--- config.mk ---
export PLATFORM = sky130hd
export DESIGN_NAME = uart_frame_tx_flat
export DESIGN_NICKNAME = d
export VERILOG_FILES = /design/src/rtl/uart_frame_tx_if.sv /design/src/rtl/uart_frame_tx.sv /design/src/flat_wrapper.sv
export SDC_FILE = /design/constraint.sdc
export NUM_CORES = 1
export LEC_CHECK = 0
export ABC_AREA = 0
export ABC_CLOCK_PERIOD_IN_PS = 2850
export CELL_PAD_IN_SITES_DETAIL_PLACEMENT = 2
export CELL_PAD_IN_SITES_GLOBAL_PLACEMENT = 2
export CORE_MARGIN = 3
export CORE_UTILIZATION = 34
export DETAILED_ROUTE_END_ITERATION = 6
export GPL_ROUTABILITY_DRIVEN = 0
export PLACE_DENSITY_LB_ADDON = 0.1
export SETUP_SLACK_MARGIN = 0.2
export SLEW_MARGIN = 20
export SYNTH_ARGS = -nofsm -noshare
export SYNTH_HDL_FRONTEND = slang
export SYNTH_SLANG_ARGS = --single-unit
--- constraint.sdc ---
create_clock -name clk_100m -period 2.85 [get_ports clk_100m]
set_input_delay 0.4275 -clock clk_100m [delete_from_list [all_inputs] [get_ports clk_100m]]
set_output_delay 0.4275 -clock clk_100m [all_outputs]
set_load 0.01 [all_outputs]
--- src/rtl/uart_frame_tx_if.sv ---
// uart_frame_tx_if
// Groups the frame-request handshake and the serial output of uart_frame_tx.
//   start   : single-cycle frame request (master -> slave)
//   data_in : 8*DATA_BYTES payload, most-significant byte sent first
//   busy    : high while a frame is in progress (slave -> master)
//   done    : one-cycle pulse after the final stop bit (slave -> master)
//   tx      : serial line, idle high (slave -> master)
interface uart_frame_tx_if #(
  parameter int DATA_BYTES = 16
);
  logic                    start;
  logic [8*DATA_BYTES-1:0] data_in;
  logic                    busy;
  logic                    done;
  logic                    tx;

  modport master (output start, data_in, input busy, done, tx);
  modport slave  (input start, data_in, output busy, done, tx);
endinterface

--- src/rtl/uart_frame_tx.sv ---
// uart_frame_tx
// Serialises one frame per start strobe: HEADER, then DATA_BYTES payload
// bytes (most-significant byte first), each sent 8N1 and LSB first.
// Bytes follow each other with no idle time; done pulses for one cycle
// when the last stop bit ends, together with busy falling.
//
// Ports:
//   clk_100m : system clock
//   NRST     : asynchronous active-low reset
//   bus      : uart_frame_tx_if slave (start, data_in, busy, done, tx)
//
// Optional feature macro: UART_TX_CHKSUM_EN
//   When defined, a checksum byte (XOR of all payload bytes, header not
//   included) is sent after the last payload byte.
module uart_frame_tx #(
  parameter int          BIT_PERIOD = 10416,
  parameter logic [7:0]  HEADER     = 8'h01,
  parameter int          DATA_BYTES = 16
) (
  input  logic           clk_100m,
  input  logic           NRST,
  uart_frame_tx_if.slave bus
);

  localparam int BYTE_W = $clog2(DATA_BYTES + 2);
`ifdef UART_TX_CHKSUM_EN
  localparam int LAST_BYTE = DATA_BYTES + 1;
`else
  localparam int LAST_BYTE = DATA_BYTES;
`endif
  localparam logic [BYTE_W-1:0] LAST_IDX  = BYTE_W'(LAST_BYTE);
  localparam logic [15:0]       BAUD_LAST = 16'(BIT_PERIOD - 1);

  typedef enum logic [1:0] {IDLE, START, DATA, STOP} state_e;

  state_e                  state_q, state_d;
  logic [15:0]             baudCnt_q, baudCnt_d;
  logic [2:0]              bitCnt_q, bitCnt_d;
  logic [BYTE_W-1:0]       byteCnt_q, byteCnt_d;
  logic [7:0]              shift_q, shift_d;
  logic [8*DATA_BYTES-1:0] payload_q, payload_d;
  logic                    tx_q, tx_d;
  logic                    busy_q, busy_d;
  logic                    done_q, done_d;
  logic                    bitEnd;
  logic [7:0]              nextByte;
`ifdef UART_TX_CHKSUM_EN
  localparam logic [BYTE_W-1:0] CHK_IDX = BYTE_W'(DATA_BYTES);
  logic [7:0]              chk_q, chk_d;
`endif

  assign bitEnd   = (baudCnt_q == BAUD_LAST);
  // The payload register is shifted up one byte per loaded byte, so the
  // next byte to send always sits in the top lane.
  assign nextByte = payload_q[8*DATA_BYTES-1 -: 8];

  // State and datapath registers; every output is registered here too.
  always_ff @(posedge clk_100m or negedge NRST) begin
    if (!NRST) begin
      state_q   <= IDLE;
      baudCnt_q <= '0;
      bitCnt_q  <= '0;
      byteCnt_q <= '0;
      shift_q   <= '0;
      payload_q <= '0;
      tx_q      <= 1'b1;
      busy_q    <= 1'b0;
      done_q    <= 1'b0;
`ifdef UART_TX_CHKSUM_EN
      chk_q     <= '0;
`endif
    end else begin
      state_q   <= state_d;
      baudCnt_q <= baudCnt_d;
      bitCnt_q  <= bitCnt_d;
      byteCnt_q <= byteCnt_d;
      shift_q   <= shift_d;
      payload_q <= payload_d;
      tx_q      <= tx_d;
      busy_q    <= busy_d;
      done_q    <= done_d;
`ifdef UART_TX_CHKSUM_EN
      chk_q     <= chk_d;
`endif
    end
  end

  // Next-state and datapath update.
  always_comb begin
    state_d   = state_q;
    baudCnt_d = baudCnt_q;
    bitCnt_d  = bitCnt_q;
    byteCnt_d = byteCnt_q;
    shift_d   = shift_q;
    payload_d = payload_q;
`ifdef UART_TX_CHKSUM_EN
    chk_d     = chk_q;
`endif
    case (state_q)
      IDLE: begin
        if (bus.start) begin
          state_d   = START;
          shift_d   = HEADER;
          payload_d = bus.data_in;
          byteCnt_d = '0;
          baudCnt_d = '0;
          bitCnt_d  = '0;
`ifdef UART_TX_CHKSUM_EN
          chk_d     = '0;
`endif
        end
      end
      START: begin
        if (bitEnd) begin
          baudCnt_d = '0;
          bitCnt_d  = '0;
          state_d   = DATA;
        end else begin
          baudCnt_d = baudCnt_q + 16'd1;
        end
      end
      DATA: begin
        if (bitEnd) begin
          baudCnt_d = '0;
          shift_d   = {1'b0, shift_q[7:1]};
          if (bitCnt_q == 3'd7) begin
            state_d = STOP;
          end else begin
            bitCnt_d = bitCnt_q + 3'd1;
          end
        end else begin
          baudCnt_d = baudCnt_q + 16'd1;
        end
      end
      STOP: begin
        if (bitEnd) begin
          baudCnt_d = '0;
          if (byteCnt_q == LAST_IDX) begin
            state_d   = IDLE;
            byteCnt_d = '0;
          end else begin
            // Next byte goes straight to its start bit: no idle gap.
            state_d   = START;
            byteCnt_d = byteCnt_q + BYTE_W'(1);
`ifdef UART_TX_CHKSUM_EN
            if (byteCnt_q == CHK_IDX) begin
              shift_d = chk_q;
            end else begin
              shift_d   = nextByte;
              payload_d = payload_q << 8;
              chk_d     = chk_q ^ nextByte;
            end
`else
            shift_d   = nextByte;
            payload_d = payload_q << 8;
`endif
          end
        end else begin
          baudCnt_d = baudCnt_q + 16'd1;
        end
      end
      default: state_d = IDLE;
    endcase
  end

  // Output decode from the next state, so the registered outputs change on
  // the same edge as the state (tx falls on the edge that accepts start).
  always_comb begin
    busy_d = (state_d != IDLE);
    done_d = (state_q == STOP) && (state_d == IDLE);
    case (state_d)
      START:   tx_d = 1'b0;
      DATA:    tx_d = shift_d[0];
      default: tx_d = 1'b1;
    endcase
  end

  assign bus.tx   = tx_q;
  assign bus.busy = busy_q;
  assign bus.done = done_q;

endmodule

--- src/flat_wrapper.sv ---
// flat-port wrapper written by rule: the top's interface ports become plain ports
module uart_frame_tx_flat 
#(
  parameter int          BIT_PERIOD = 10416,
  parameter logic [7:0]  HEADER     = 8'h01,
  parameter int          DATA_BYTES = 16
)
  (clk_100m, NRST, bus_start, bus_data_in, bus_busy, bus_done, bus_tx);
  uart_frame_tx_if #(.DATA_BYTES(DATA_BYTES)) bus_i ();
  input  logic clk_100m;
  input  logic NRST;
  input wire logic [$bits(bus_i.start)-1:0] bus_start;
  input wire logic [$bits(bus_i.data_in)-1:0] bus_data_in;
  output wire logic [$bits(bus_i.busy)-1:0] bus_busy;
  output wire logic [$bits(bus_i.done)-1:0] bus_done;
  output wire logic [$bits(bus_i.tx)-1:0] bus_tx;
  assign bus_i.start = bus_start;
  assign bus_i.data_in = bus_data_in;
  assign bus_busy = bus_i.busy;
  assign bus_done = bus_i.done;
  assign bus_tx = bus_i.tx;
  uart_frame_tx #(.BIT_PERIOD(BIT_PERIOD), .HEADER(HEADER), .DATA_BYTES(DATA_BYTES)) u_core (.clk_100m(clk_100m), .NRST(NRST), .bus(bus_i));
endmodule
==> metrics.yaml, run 1 <==
outcome: "completed"
synth-simple-area-share_pct: 12.5
first_global_vias: 7166
fmax_ghz: 0.404
std_cell_rows: 55
p_sw_share_pct: 22.9
vias: 6173
synthFlopType: "dfrtp_1"
grt-ovfl-total: 0
timing.critical_path.to: "u_core.payload_q[5]$_DFFE_PN0P_"
period_share_pct: 86.8
max_slew_margin_pct: 45.5
synth_xor_area_share_pct: 0.443
async_reset_ff_share_pct: 100
seq_area_frac_synth_pct: 52.2
final_common_cell: "dfrtp_1"
cts_buffers: 17
chipWidth_um: 159
layout_common_cells: "dfrtp_1, nand2_1, clkdlybuf4s50_1"
post_drt_via_cell_ratio: 5.07
dpl-instance-area_um2: 9510
netlist.area_leader.share_pct: 51.8
seqPwrFrac_pct: 46.3
cp-startpoint: "u_core.baudCnt_q[6]$_DFFE_PN0P_"
placed_cells: 1183
multi_input_area_um2: 3400
worst_slack_ps: 376
drc_errors: 0
post-route-util_pct: 44.6
r2r_setup_slack_ps: 380
worst_pin_slew_ps: 812
p_int_mw: 4.15
p_sw_mw: 1.23
synth_cells: 768
antenna_found_initial: 2
regToRegEndpoint: "u_core.payload_q[5]$_DFFE_PN0P_"
synth_top_cell_by_area: "dfrtp_1"
initial_core_util_pct: 34.7
synth_fp_nets: 904
cts_resized: 0
design_area_um2: 10200
reg2reg_depth: 7
worstSetupPathType: "flop to flop"
cp.arrival_ps: 2790
grt_first_pass_wirelength_um: 37500
hold_viol: 0
worstReg2RegStart: "u_core.baudCnt_q[6]$_DFFE_PN0P_"
setup_viol: 0
antenna_cells: 0
rsz0062_at_grt: "false"
synth-adder-area-share_pct: 0.790
final.min_clock_period_ps: 2470
nets: 1028
drtPass1Iterations: 6
fillers: 2394
grt_max_degree: 95
maxCapViolCount: 0
dieHeight_um: 159
grt_use_total_pct: 18.9
power.share.clock_pct: 46.4
hp-class: "input pin to async pin"
initialDrtViolationCount: 234
synth_edf_count: 0
fin_skew_ps: 12.4
area_growth_pct: 28.3
ys_ff_latch: 165
ff_latch_area_um2: 4130
synth_compound_area_share_pct: 13.5
synth_mux_area_share_pct: 15.6
ys_types: 49
wl_um: 22800
syn_area_per_cell_um2: 10.3
clock_latency_ps: 430
yosysWarningCount: 0
clk_pin_slew_ps: 70
holdWs_ps: 21.7
htreeDepth: 4
start_kind: "flop"
p_total_mw: 5.39
place_hpwl_um: 15900
wl_per_cell_um: 18.7
power_density_nw_per_um2: 531
drive_above_1_share_pct: 6.74
leakagePower_nw: 4.16
synth_area_leaders: "dfrtp_1, mux2i_1, o21ai_1"
cts_tree: "built"
pwr-share-comb_pct: 7.3
cts.sinks: 165
ir_drop_mv: 0.385
maxSlewViolCount: 0
numPortBuffers: 133
setup_tns_ps: 0
end_kind: "flop"
crit_fanout: 8
synth_top_family_by_area: "multiplexers"
syn-cell-area_um2: 7920
core-area_um2: 22800
instances_no_fill: 1218
ios: 134
ant_nets: 0
dp_slack_ps: 351
required_ps: 3160
fp.dieArea_um2: 25100
root_buffer: "clkbuf_16"
clock_path_buffers: 2
[logic make-up (layout without fill, tap and decap cells)]
| kind of cell | after synthesis | after routing |
|---|---|---|
| compound gates | 194 | 194 |
| mux | 123 | 123 |
| simple gates | 217 | 217 |
| buf+inv | 60 | 197 |
| xor+xnor | 4 | 4 |
| flops | 165 | 165 |
| fa+ha+maj | 5 | 5 |
[worst min-delay path by stage]
stage	to	slack, ps
floorplan	u_core.baudCnt_q[0]$_DFFE_PN0P_	130
global placement	u_core.shift_q[3]$_DFFE_PN0P_	470
detailed placement	u_core.payload_q[84]$_DFFE_PN0P_	480
CTS	u_core.payload_q[115]$_DFFE_PN0P_	60
global route	u_core.payload_q[115]$_DFFE_PN0P_	80
finish	u_core.payload_q[115]$_DFFE_PN0P_	20
[power by group through the flow]
| stage | sequential [mW] | clock [mW] | combinational [mW] |
|---|---|---|---|
| detailed placement | 2.54 | 0 | 0.403 |
| global placement | 2.53 | 0 | 0.383 |
| global route | 2.51 | 2.66 | 0.446 |
| finish | 2.49 | 2.50 | 0.394 |
| floorplan | 2.52 | 0 | 0.122 |
| CTS | 2.50 | 2.56 | 0.407 |
[flip-flops by register name, indices dropped and copies added, names as in the netlist]
name              flops
u_core.bus.busy       1
u_core.state_q        2
u_core.baudCnt_q     16
u_core.bus.tx         1
u_core.payload_q    128
u_core.shift_q        8
u_core.bitCnt_q       3
u_core.byteCnt_q      5
u_core.bus.done       1
[area by class of cell]
| type | count | area share [%] |
|---|---|---|
| Inverter | 11 | 0.407 |
| Multi-Input combinational cell | 543 | 33.5 |
| Sequential cell | 165 | 40.7 |
| Tap cell | 313 | 3.86 |
| Timing Repair Buffer | 154 | 15.4 |
| Clock inverter | 13 | 1.90 |
| Clock buffer | 19 | 4.26 |
[layer usage]
metal | wire, um | track usage, % | vias up
met5 | 27 | 0 | -
met4 | 368 | 5.49 | 4
met3 | 613 | 3.56 | 23
met2 | 11500 | 32.1 | 89
met1 | 10300 | 24.5 | 3111
li1 | - | - | 2946
[synth_stat cells, types with 2 or more instances]
library cell,instances
dfrtp_1,164
nand2_1,151
mux2i_1,122
o21ai_1,120
o21ai_0,35
clkbuf_1,23
nand3_1,12
a22o_1,11
inv_1,11
a21oi_1,10
buf_8,10
nor2_1,10
clkbuf_2,8
a22oi_1,6
nor3_1,6
and3_1,5
ha_1,5
or3_1,5
buf_6,4
nand4_1,4
and2_1,3
nand2b_1,3
nor3b_1,3
nor4_1,3
a211o_1,2
a211oi_1,2
a21o_1,2
buf_2,2
nand4bb_1,2
nor4bb_1,2
o31ai_1,2
xnor2_1,2
xor2_1,2
[worst max-delay path, stage by stage, from the launching register on]
cell     delay, ps
dfrtp_1        460
or4b_4         590
nor4_4         390
a31oi_4        210
buf_4          240
buf_4          130
buf_4          150
a22o_1         190
[repair_timing]
action,in CTS,in global routing
endpoints found under the hold margin,0,0
hold buffers,0,0
setup endpoints to repair,0,76
buffers inserted,0,3
No activity file was read; power rests on OpenSTA's default activity.
==> run 2: changes to the inputs <==
Settings changed: ABC_AREA 0 to unset, CORE_MARGIN 3 to 2, TNS_END_PERCENT set to 20.
==> run 2 against run 1 <==
The flow now finishes with violations (hold timing). Clock power is 10% lower. Count of clock-buffer cells in the layout is the same. Die area is 2.5% lower. Total power is 4.8% lower.
==> metrics.yaml, run 2 (same netlist as run 1, synthesis figures left out) <==
seqPwrFrac_pct: 48.7  # +2.4 points
drc_errors: 0  # unchanged
fmax_ghz: 0.407  # +0.64%
root_buffer: "clkbuf_16"
dieHeight_um: 157  # -1.3%
setup_viol: 0  # unchanged
p_int_mw: 3.88  # -6.6%
worst_slack_ps: 392  # +15.9 ps
setup_tns_ps: 0  # unchanged
cts_tree: "built"
final.min_clock_period_ps: 2460  # -15.9 ps
largest_register_ffs: 128  # unchanged
ios: 134  # unchanged
antenna_found_initial: 0  # -2
holdWs_ps: -7.45  # -29.2 ps
holdBufCountCts: 0  # unchanged
cpPeakStageDelay_ps: 540  # -50 ps
end_kind: "flop"
drtPass1Iterations: 4  # -2
post_drt_via_cell_ratio: 5.06  # -0.19%
std_cell_rows: 55  # unchanged
dpl-instance-area_um2: 9460  # -0.47%
power_density_nw_per_um2: 511  # -3.6%
cts.sinks: 165  # unchanged
grt-busiest-layer: "met2"
area_growth_pct: 26.7
ant_nets: 0  # unchanged
cts_setup_buffers: 0  # unchanged
numPortBuffers: 133  # unchanged
outcome: "finished, violations left"
gr-usage-met3_pct: 3.38  # -0.18 points
reg_top3: "u_core.payload_q x128, u_core.baudCnt_q x16, u_core.shift_q x8"
cts_resized: 0  # unchanged
antenna_cells: 0  # unchanged
crit_chain: "or4b_4 -> nor4_4 -> a31oi_4 -> buf_16 -> nand2_1 -> o21ai_1"
fin_skew_ps: 19.5  # +7.07 ps
clk_pin_slew_ps: 70  # about the same
power.share.clock_pct: 43.7  # -2.7 points
worstSetupPathType: "flop to flop"
period_share_pct: 86.3  # -0.56 points
clock_latency_ps: 440  # about the same
chipWidth_um: 157  # -1.3%
max_slew_margin_pct: 54.2  # +8.7 points
grt_max_degree: 120  # +26%
htreeDepth: 4  # unchanged
p_total_mw: 5.13  # -4.8%
pwr-share-comb_pct: 7.7  # +0.4 points
start_kind: "flop"
regMostFlops: "u_core.payload_q"
hp-class: "input pin to async pin"
grt-ovfl-total: 0  # unchanged
fp.dieArea_um2: 24500  # -2.5%
grt_util_met1_pct: 25.3  # +0.73 points
cp.arrival_ps: 2760  # -30 ps
maxSlewViolCount: 0  # unchanged
dp_slack_ps: 427  # +75.8 ps
place_hpwl_um: 16200  # +2.0%
required_ps: 3150  # about the same
maxCapViolCount: 0  # unchanged
ir_drop_mv: 0.233  # -39%
p_sw_share_pct: 24.4  # +1.5 points
use_met2_pct: 34.7  # +2.5 points
drive_above_1_share_pct: 6.33  # -0.41 points
cts_buffers: 17  # unchanged
layout_common_cells: "dfrtp_1, nand2_1, clkdlybuf4s50_1"
wl_um: 23000  # +0.84%
crit_fanout: 119  # +111
cp_slowest_cell: "or4b_4"
hold_viol: 3  # +3
nets: 1024  # -0.39%
violations: "hold timing"
grt_first_pass_wirelength_um: 37700  # +0.44%
first_global_vias: 7034  # -1.8%
leakagePower_nw: 4.08  # -1.8%
design_area_um2: 10000  # -1.3%
p_sw_mw: 1.25  # +1.2%
final_common_cell: "dfrtp_1"
vias: 6141  # -0.52%
initial_core_util_pct: 34.7  # unchanged
worst_pin_slew_ps: 687  # -124 ps
grt_use_total_pct: 19.6  # +0.75 points
wl_per_cell_um: 18.9  # +1.2%
core-area_um2: 22800  # unchanged
initialDrtViolationCount: 175  # -25%
clock_path_buffers: 2  # unchanged
rsz0062_at_grt: "true"
[run 2: worst max-delay path: cells and delay by family (launching register included)]
family,cells,cell delay [ps]
DFF,1,520
buffers and inverters,1,340
AOI/OAI and AO/OA,2,330
and+or+nand+nor,3,1070
[run 2: per-stage QoR]
stage | util, % | std cells
2_1_floorplan | - | 768
3_3_place_gp | 41.5 | 1182
3_5_place_dp | 41.5 | 1182
4_1_cts | 44.0 | 1214
5_1_grt | 44.0 | 1214
6_report | 44.0 | 1214
[run 2: routing by layer]
| metal | vias up | share of wire, % |
|---|---|---|
| met4 | 0 | 0.82 |
| li1 | 2928 | - |
| met5 | - | 0 |
| met1 | 3122 | 45 |
| met2 | 76 | 52 |
| met3 | 15 | 2.2 |
[run 2: layout make-up]
cell class / count / area (um^2)
clock buffers: 19 / 433
clock inverters: 13 / 123
fillers: 2374 / 12800
inverters: 11 / 41.3
multi-input cells: 543 / 3400
flip-flops and latches: 165 / 4130
well taps: 313 / 392
repair buffers: 150 / 1510
[run 2: final timing paths]
check	start	endpoint	slack [ps]	cells after the start
hold / removal	NRST	u_core.payload_q[115]$_DFFE_PN0P_	-7	1
max in group asynchronous	NRST	u_core.payload_q[127]$_DFFE_PN0P_	1950	2
setup reg to reg	u_core.baudCnt_q[7]$_DFFE_PN0P_	u_core.payload_q[84]$_DFFE_PN0P_	390	6
setup / recovery	u_core.baudCnt_q[7]$_DFFE_PN0P_	u_core.payload_q[84]$_DFFE_PN0P_	390	6
min in group clk_100m	u_core.payload_q[48]$_DFFE_PN0P_	u_core.payload_q[48]$_DFFE_PN0P_	490	2
hold reg to reg	u_core.payload_q[48]$_DFFE_PN0P_	u_core.payload_q[48]$_DFFE_PN0P_	490	2
[run 2: power by group through the flow]
| stage | clock network, mW | logic (mW) | registers [mW] |
|---|---|---|---|
| after floorplan | 0 | 0.122 | 2.52 |
| after global placement | 0 | 0.383 | 2.53 |
| after detailed placement | 0 | 0.403 | 2.54 |
| after CTS | 2.30 | 0.406 | 2.50 |
| after global routing | 2.40 | 0.441 | 2.51 |
| final | 2.24 | 0.393 | 2.50 |
